==> config.mk <==
export PLATFORM = sky130hd
export DESIGN_NAME = param_queue
export DESIGN_NICKNAME = d
export VERILOG_FILES = /design/src/rtl/param_queue_pkg.sv /design/src/rtl/param_queue.sv
export SDC_FILE = /design/constraint.sdc
export NUM_CORES = 1
export LEC_CHECK = 0
export CORE_ASPECT_RATIO = 1.4
export CORE_MARGIN = 2
export CORE_UTILIZATION = 43
export DETAILED_ROUTE_END_ITERATION = 10
export PLACE_DENSITY = 0.85
export SLEW_MARGIN = 40
export SYNTH_ARGS = -nofsm -noshare
export SYNTH_HDL_FRONTEND = slang
export SYNTH_SLANG_ARGS = --single-unit
==> constraint.sdc <==
create_clock -name clk -period 4.4 [get_ports clk]
set_input_delay 0.88 -clock clk [delete_from_list [all_inputs] [get_ports clk]]
set_output_delay 0.88 -clock clk [all_outputs]
set_load 0.005 [all_outputs]
==> src/rtl/param_queue_pkg.sv <==
// Shared helpers for the queue family: width math and wrap-around pointer
// stepping used by every queue variant.
package param_queue_pkg;

  // Ceiling log2; clog2(0) = clog2(1) = 0.
  function automatic int unsigned clog2(input int unsigned value);
    int unsigned result;
    result = 0;
    for (int i = 0; i < 32; i++) begin
      if ((64'd1 << i) < 64'(value)) begin
        result = unsigned'(i) + 1;
      end
    end
    return result;
  endfunction

  // Pointer width: at least one bit so a DEPTH=1 queue still has a legal pointer.
  function automatic int unsigned ptr_width(input int unsigned depth);
    return (depth > 1) ? clog2(depth) : 1;
  endfunction

  // Step a pointer, wrapping from depth-1 back to 0 with an explicit compare so
  // non-power-of-two depths never land on an unused slot. depth=1 always yields 0.
  function automatic int unsigned ptr_inc(input int unsigned ptr, input int unsigned depth);
    return (ptr + 1 >= depth) ? 0 : ptr + 1;
  endfunction

endpackage

==> src/rtl/param_queue.sv <==
// Parameterised ready/valid queue: DEPTH-entry circular buffer with optional
// pipelined enqueue when full (PIPE) and combinational empty bypass (FLOW).
module param_queue
  import param_queue_pkg::*;
#(
  parameter int unsigned WIDTH    = 64,
  parameter int unsigned DEPTH    = 2,
  parameter int unsigned PIPE     = 0,
  parameter int unsigned FLOW     = 0,
  parameter int unsigned AF_LEVEL = DEPTH - 1
) (
  input  logic                          clk,
  input  logic                          reset,
  input  logic                          io_enq_valid,
  output logic                          io_enq_ready,
  input  logic [WIDTH-1:0]              io_enq_bits,
  output logic                          io_deq_valid,
  input  logic                          io_deq_ready,
  output logic [WIDTH-1:0]              io_deq_bits,
  output logic [clog2(DEPTH+1)-1:0]     io_count,
  output logic                          io_almost_full
);

  localparam int unsigned CW     = clog2(DEPTH + 1);
  localparam int unsigned PW     = ptr_width(DEPTH);
  localparam bit          PipeEn = (PIPE != 0);
  localparam bit          FlowEn = (FLOW != 0);

  // Storage carries no reset so it maps onto distributed RAM.
  logic [WIDTH-1:0] r_ram [DEPTH];

  logic [PW-1:0] r_enq_ptr;
  logic [PW-1:0] r_deq_ptr;
  logic          r_maybe_full;

  logic          w_ptr_match;
  logic          w_empty;
  logic          w_full;
  logic          w_bypass;
  logic          w_pass_thru;
  logic          w_do_enq;
  logic          w_do_deq;
  logic          w_enq_fire;
  logic          w_deq_fire;
  logic [PW-1:0] w_enq_ptr_nxt;
  logic [PW-1:0] w_deq_ptr_nxt;
  logic [CW-1:0] w_count;

  assign w_ptr_match = (r_enq_ptr == r_deq_ptr);
  assign w_empty     = w_ptr_match & ~r_maybe_full;
  assign w_full      = w_ptr_match & r_maybe_full;

  assign io_enq_ready = ~w_full | (PipeEn & io_deq_ready);
  assign io_deq_valid = ~w_empty | (FlowEn & io_enq_valid);

  // Empty FLOW queue forwards the producer straight to the consumer.
  assign w_bypass    = FlowEn & w_empty & io_enq_valid;
  // A bypassed beat that is also consumed never touches storage or pointers.
  assign w_pass_thru = w_bypass & io_deq_ready;

  assign w_do_enq   = io_enq_valid & io_enq_ready;
  assign w_do_deq   = io_deq_valid & io_deq_ready;
  assign w_enq_fire = w_do_enq & ~w_pass_thru;
  assign w_deq_fire = w_do_deq & ~w_pass_thru;

  assign w_enq_ptr_nxt = PW'(ptr_inc(32'(r_enq_ptr), DEPTH));
  assign w_deq_ptr_nxt = PW'(ptr_inc(32'(r_deq_ptr), DEPTH));

  assign io_deq_bits = w_bypass ? io_enq_bits : r_ram[r_deq_ptr];

  // Pointer and full-flag state; cleared immediately on reset.
  always_ff @(posedge clk or posedge reset) begin
    if (reset) begin
      r_enq_ptr    <= '0;
      r_deq_ptr    <= '0;
      r_maybe_full <= 1'b0;
    end else begin
      if (w_enq_fire) begin
        r_enq_ptr <= w_enq_ptr_nxt;
      end
      if (w_deq_fire) begin
        r_deq_ptr <= w_deq_ptr_nxt;
      end
      if (w_enq_fire != w_deq_fire) begin
        r_maybe_full <= w_enq_fire;
      end
    end
  end

  // Single write port into the payload array.
  always_ff @(posedge clk) begin
    if (w_enq_fire) begin
      r_ram[r_enq_ptr] <= io_enq_bits;
    end
  end

  // Occupancy from registered state only; widened to CW bits before the
  // subtraction so DEPTH = 2^k does not truncate.
  always_comb begin
    w_count = '0;
    if (w_full) begin
      w_count = CW'(DEPTH);
    end else if (r_enq_ptr >= r_deq_ptr) begin
      w_count = CW'(r_enq_ptr) - CW'(r_deq_ptr);
    end else begin
      w_count = CW'(DEPTH) + CW'(r_enq_ptr) - CW'(r_deq_ptr);
    end
  end

  assign io_count       = w_count;
  assign io_almost_full = (32'(w_count) >= AF_LEVEL);

endmodule

# After elaboration in Yosys (flattened, before gate mapping)
# Memory sizes are Yosys's and may differ from the RTL's.
# Index checks and enable logic that the tools add are counted.
dict set report totals {
  ff_bits 3
  mem_bits_rw 128
  inputBits 68
  output_inout_bits 69
  wordCells 28
  memories 1
}
# name depth width rd rd_ports_with_merged_regs wr line
set mem_list {}
lappend mem_list {r_ram 2 64 1 0 1 param_queue.sv:30} ;# logic [WIDTH-1:0] r_ram [DEPTH];
dict set report classes {
  add_sub_neg 5
  order_cmp 4
  n_eq_ne 2
  mux 6
  bitwise 7
}
# cell n
set op_table {}
lappend op_table {{adder 1 x 1 -> 2 bit, second input constant} 2}
lappend op_table {{bitwise AND 1 bit} 4}
lappend op_table {{>= comparator 2 bit, second input constant} 2}
lappend op_table {{two-way mux 1 bit} 4}
lappend op_table {{two-way mux 2 bit} 2}
lappend op_table {{NOT 1 bit} 3}
lappend op_table {{adder 2 x 1 -> 2 bit, first input constant} 1}
lappend op_table {{>= comparator 2 x 1 -> 1 bit, second input constant} 1}
lappend op_table {{subtractor 1 x 1 -> 2 bit} 1}
lappend op_table {{subtractor 2 x 1 -> 2 bit} 1}
lappend op_table {{equality test 1 bit} 1}
lappend op_table {{>= comparator 1 bit} 1}
lappend op_table {{!= test 1 bit} 1}

# Depth between registers and ports, before layout
dict set report depth {
  ltp_word 6
  depth_mapped 5
  ltp_nobuf 5
}

# Worst setup path before layout
# Ideal clock, no wire load.
dict set report synth_timing {
  path_type {flip-flop to flip-flop}
  start {reg r_enq_ptr}
  end {mem r_ram[0][0], enable pin}
  setup_ns 0.486
  arrival_ns 3.677
  t_required_ns 3.914
  slack_ns 0.237
  path_stages_with_launch 6
  path_buffers 0
  period_less_slack_ns 4.163
  cell_sequence {dfrtp_1 > inv_1 > ha_1 > nand2_1 > nand2_1 > nor2_1}
}
dict set report synth_between {
  elab_chain_len 6
}
# element line
set synth_rtl {}
lappend synth_rtl {{start, declared} param_queue.sv:32} ;# logic [PW-1:0] r_enq_ptr;
lappend synth_rtl {{start signal, assigned} param_queue.sv:79} ;# r_enq_ptr <= w_enq_ptr_nxt;
lappend synth_rtl {{equality test 1 bit} param_queue.sv:49} ;# assign w_ptr_match = (r_enq_ptr == r_deq_ptr);
lappend synth_rtl {{bitwise AND 1 bit} param_queue.sv:51} ;# assign w_full = w_ptr_match & r_maybe_full;
lappend synth_rtl {{NOT 1 bit} param_queue.sv:53} ;# assign io_enq_ready = ~w_full | (PipeEn & io_deq_ready);
lappend synth_rtl {{named net io_enq_ready} param_queue.sv:15} ;# output logic io_enq_ready,
lappend synth_rtl {{bitwise AND 1 bit} param_queue.sv:61} ;# assign w_do_enq = io_enq_valid & io_enq_ready;
lappend synth_rtl {{two-way mux 1 bit} param_queue.sv:92} ;# if (w_enq_fire) begin
lappend synth_rtl {{two-way mux 1 bit (not written as such)} param_queue.sv:93} ;# r_ram[r_enq_ptr] <= io_enq_bits;
lappend synth_rtl {{end, declared} param_queue.sv:30}
# The timed path passes the listed nets, and every way through them passes these cells.

# Worst setup path in the final report
dict set report layout_timing {
  start {reg r_deq_ptr}
  end {out io_deq_bits[33]}
}
dict set report layout_between {
  elab_chain_len 1
}
# element line
set layout_rtl {}
lappend layout_rtl {{start, declared} param_queue.sv:33} ;# logic [PW-1:0] r_deq_ptr;
lappend layout_rtl {{start signal, assigned} param_queue.sv:82} ;# r_deq_ptr <= w_deq_ptr_nxt;
lappend layout_rtl {{memory (2 x 64 bit)} n/a}
lappend layout_rtl {{end, declared} param_queue.sv:19} ;# output logic [WIDTH-1:0] io_deq_bits,
# No other way between the ends.

==> impl_metrics.env <==
export IMPL_met1Wirelength_mm=3.42
export IMPL_finalMaxSlewViolations=0
export IMPL_p_leak_nw=2.57
export IMPL_die_w_um=95.2
export IMPL_routedWlPerCell_um=17.0
export IMPL_first_global_vias=2786
export IMPL_hold_slack_ns=0.580
export IMPL_synth_top_cell_by_area="sky130_fd_sc_hd__edfxtp_1"
export IMPL_antenna_violations_before_repair=0
export IMPL_port_buffers=136
export IMPL_run_status="finished clean"
export IMPL_slew_headroom_pct=53.9
export IMPL_placement_rows=46
export IMPL_cts_buffers=17
export IMPL_final_fill_count=786
export IMPL_synthXorXnorAreaFrac_pct=0.350
export IMPL_detail_route_first_pass_iterations=4
export IMPL_synth_simple_area_share_pct=0.949
export IMPL_route_detailed_vias_per_inst=4.79
export IMPL_fin_util_pct=62.5
export IMPL_totalWireLength_mm=9.01
export IMPL_grt_pass1_wl_mm=13.7
export IMPL_endpoints_failing_hold=0
export IMPL_synth_avg_cell_area_um2=22.7
export IMPL_met2_wire_length_mm=4.89
export IMPL_finalSetupViolations=0
export IMPL_clock_root_buffer="sky130_fd_sc_hd__clkbuf_16"
export IMPL_synth_top_family_by_area="multiplexers"
export IMPL_grt_setup_unrepaired="no"
export IMPL_timing_clock_skew_ns=0.00666
export IMPL_placeableCoreArea_um2=11300
export IMPL_synth_top_cells_by_area="sky130_fd_sc_hd__edfxtp_1 77%, sky130_fd_sc_hd__mux2_4 15%, sky130_fd_sc_hd__mux2_2 3.1%"
export IMPL_die_h_um=132
export IMPL_insertion_delay_ns=0.40
export IMPL_cts_hold_repair_buffers=0
export IMPL_post_detail_place_hpwl_mm=5.79
export IMPL_max_clock_path_buffers=2
export IMPL_sequential_share_of_the_synthesized_area_pct=78.2
export IMPL_synth_cells=221
export IMPL_synth_warnings=0
export IMPL_synth_area_um2=5010
export IMPL_max_clock_freq_mhz=294
export IMPL_path_clk_slew_ns=0.05
export IMPL_postcts_resize_cnt=0
export IMPL_ant_nets=0
export IMPL_crit_type="flip-flop to output pin"
export IMPL_max_cap_viol_count=0
export IMPL_cts_htree_levels=4
export IMPL_net_count_after_synthesis=291
export IMPL_period_minus_slack_ns=3.40
export IMPL_critPathLaunchType="flip-flop"
export IMPL_timing_critical_path_fanout_max=41
export IMPL_io_pins=137
export IMPL_design_final_nets=443
export IMPL_critPathCaptureType="output pin"
export IMPL_arithmetic_cell_share_of_the_synthesized_area_counting_full_adders_half_adders_and_majority_gates_pct=0.499
export IMPL_muxShareOfSynthArea_pct=18.1
export IMPL_tightest_slew_ns=0.691
export IMPL_final_estimated_routing_congestion_in_global_placement=0.697
export IMPL_clock_sinks=131
export IMPL_fp_dieArea_um2=12500
export IMPL_cts_post_setup_buffers_inserted=0
export IMPL_area_growth_pct=41.4
export IMPL_drt_iter0_markers=190
export IMPL_initial_core_util_pct=44.2
export IMPL_netlist_cell_type_count=13
export IMPL_setup_tns_ns=0
export IMPL_min_delay_path_class="flip-flop to flip-flop"
export IMPL_vdd_ir_drop_max_mv=0.567
export IMPL_power_per_cell_area_nw_per_um2=680
export IMPL_pin_count_of_the_biggest_net_entering_global_routing=65
export IMPL_synth_compound_area_share_pct=0.200
export IMPL_yosysTopAreaCellShare_pct=76.7
export IMPL_route_met3_wl_um=630
export IMPL_route_vias_total=2538
export IMPL_yosys_register_bits=131
export IMPL_drive_above_1_share_pct=24.4
export IMPL_dr_max_layer_used="met4"
export IMPL_grt_ovfl_total=0
export IMPL_cts_tree="yes"
export IMPL_insertedDiodeCount=0
export IMPL_cp_required_ns=3.52
export IMPL_drt_drc_violations_left=0
export IMPL_worstPathArrival_ns=2.52
export IMPL_post_route_period_util_pct=77.3
export IMPL_groute_usage_overall_pct=14.8
## area by class of cell
class                      instances  area [um2]  share of cell area (%)
sequential                       131        3920                    55.3
multi-input combinational         80        1020                    14.4
timing repair buffer             140        1400                    19.7
inverter                           3        11.3                   0.159
clock buffer                      20         437                    6.16
tap                              144         180                    2.54
clock inverter                    12         115                    1.62
## path summary, 6_finish.rpt
path | start | endpoint | slack, ns | cells after the start
hold reg to reg | r_maybe_full | r_maybe_full | 0.58 | 2
max in group asynchronous | reset | r_deq_ptr | 3.56 | 2
setup / recovery | r_deq_ptr | io_deq_bits[33] | 1.0 | 3
setup reg to reg | r_deq_ptr | r_ram[0][12] | 1.75 | 5
hold / removal | r_maybe_full | r_maybe_full | 0.58 | 2
min in group asynchronous | reset | r_deq_ptr | 0.67 | 2
## critical path: stages, from the launching register on
cell and delay (ns):
sky130_fd_sc_hd__dfrtp_4 0.87, sky130_fd_sc_hd__buf_4 0.41, sky130_fd_sc_hd__mux2_2 0.38, sky130_fd_sc_hd__clkdlybuf4s50_1 0.44
## report_power, final
| group | switching, mW | internal (mW) | total, mW |
|---|---|---|---|
| Combinational | 0.565 | 1.04 | 1.60 |
| Sequential | 0.170 | 1.76 | 1.93 |
| Clock | 0.469 | 0.822 | 1.29 |
## kinds of logic after synthesis
family | after synthesis
AND/OR/NAND/NOR | 10
multiplexers | 64
flip-flops | 131
buffers and inverters | 10
AO/OA/AOI/OAI | 2
adder cells (fa/ha/maj) | 2
XOR/XNOR | 2
## stage by stage
step	std cells	power [mW]	worst slack, ns	cell area (um2)
2_1_floorplan	221	2.77	0.237	5010
3_3_place_gp	498	3.53	1.40	6530
3_5_place_dp	498	3.58	1.37	6530
4_1_cts	530	4.89	0.940	7080
5_1_grt	530	5.05	0.862	7090
6_report	530	4.82	0.998	7090
## cell usage after synthesis
cell,number
sky130_fd_sc_hd__mux2_2,14
sky130_fd_sc_hd__buf_6,6
sky130_fd_sc_hd__xnor2_1,2
sky130_fd_sc_hd__buf_2,1
sky130_fd_sc_hd__mux2_4,50
sky130_fd_sc_hd__inv_1,3
sky130_fd_sc_hd__nand2_1,4
sky130_fd_sc_hd__dfrtp_1,3
sky130_fd_sc_hd__edfxtp_1,128
sky130_fd_sc_hd__nor2_1,2
sky130_fd_sc_hd__a21oi_1,2
sky130_fd_sc_hd__ha_1,2
sky130_fd_sc_hd__nand2b_1,4
## flip-flops by register name (all words and copies together), names as in the netlist
| signal | flops |
|---|---|
| r_ram | 128 |
| r_maybe_full | 1 |
| r_deq_ptr | 1 |
| r_enq_ptr | 1 |
## cells in the final DEF (no fill, tap or decap), types with 3 or more instances in the layout
cell,instances
sky130_fd_sc_hd__mux2_2,14
sky130_fd_sc_hd__nand2_1,4
sky130_fd_sc_hd__edfxtp_1,128
sky130_fd_sc_hd__clkinv_1,6
sky130_fd_sc_hd__nand2b_1,4
sky130_fd_sc_hd__mux2_4,50
sky130_fd_sc_hd__clkdlybuf4s50_1,136
sky130_fd_sc_hd__inv_1,3
sky130_fd_sc_hd__clkbuf_16,17
sky130_fd_sc_hd__clkbuf_1,3
## routing by layer
metal	vias up	GRT usage [%]
met1	1260	16.2
li1	1173	-
met3	6	5.66
met2	99	25.6
met4	0	5.48
met5	-	0
Power figures use the tool's default switching activity.
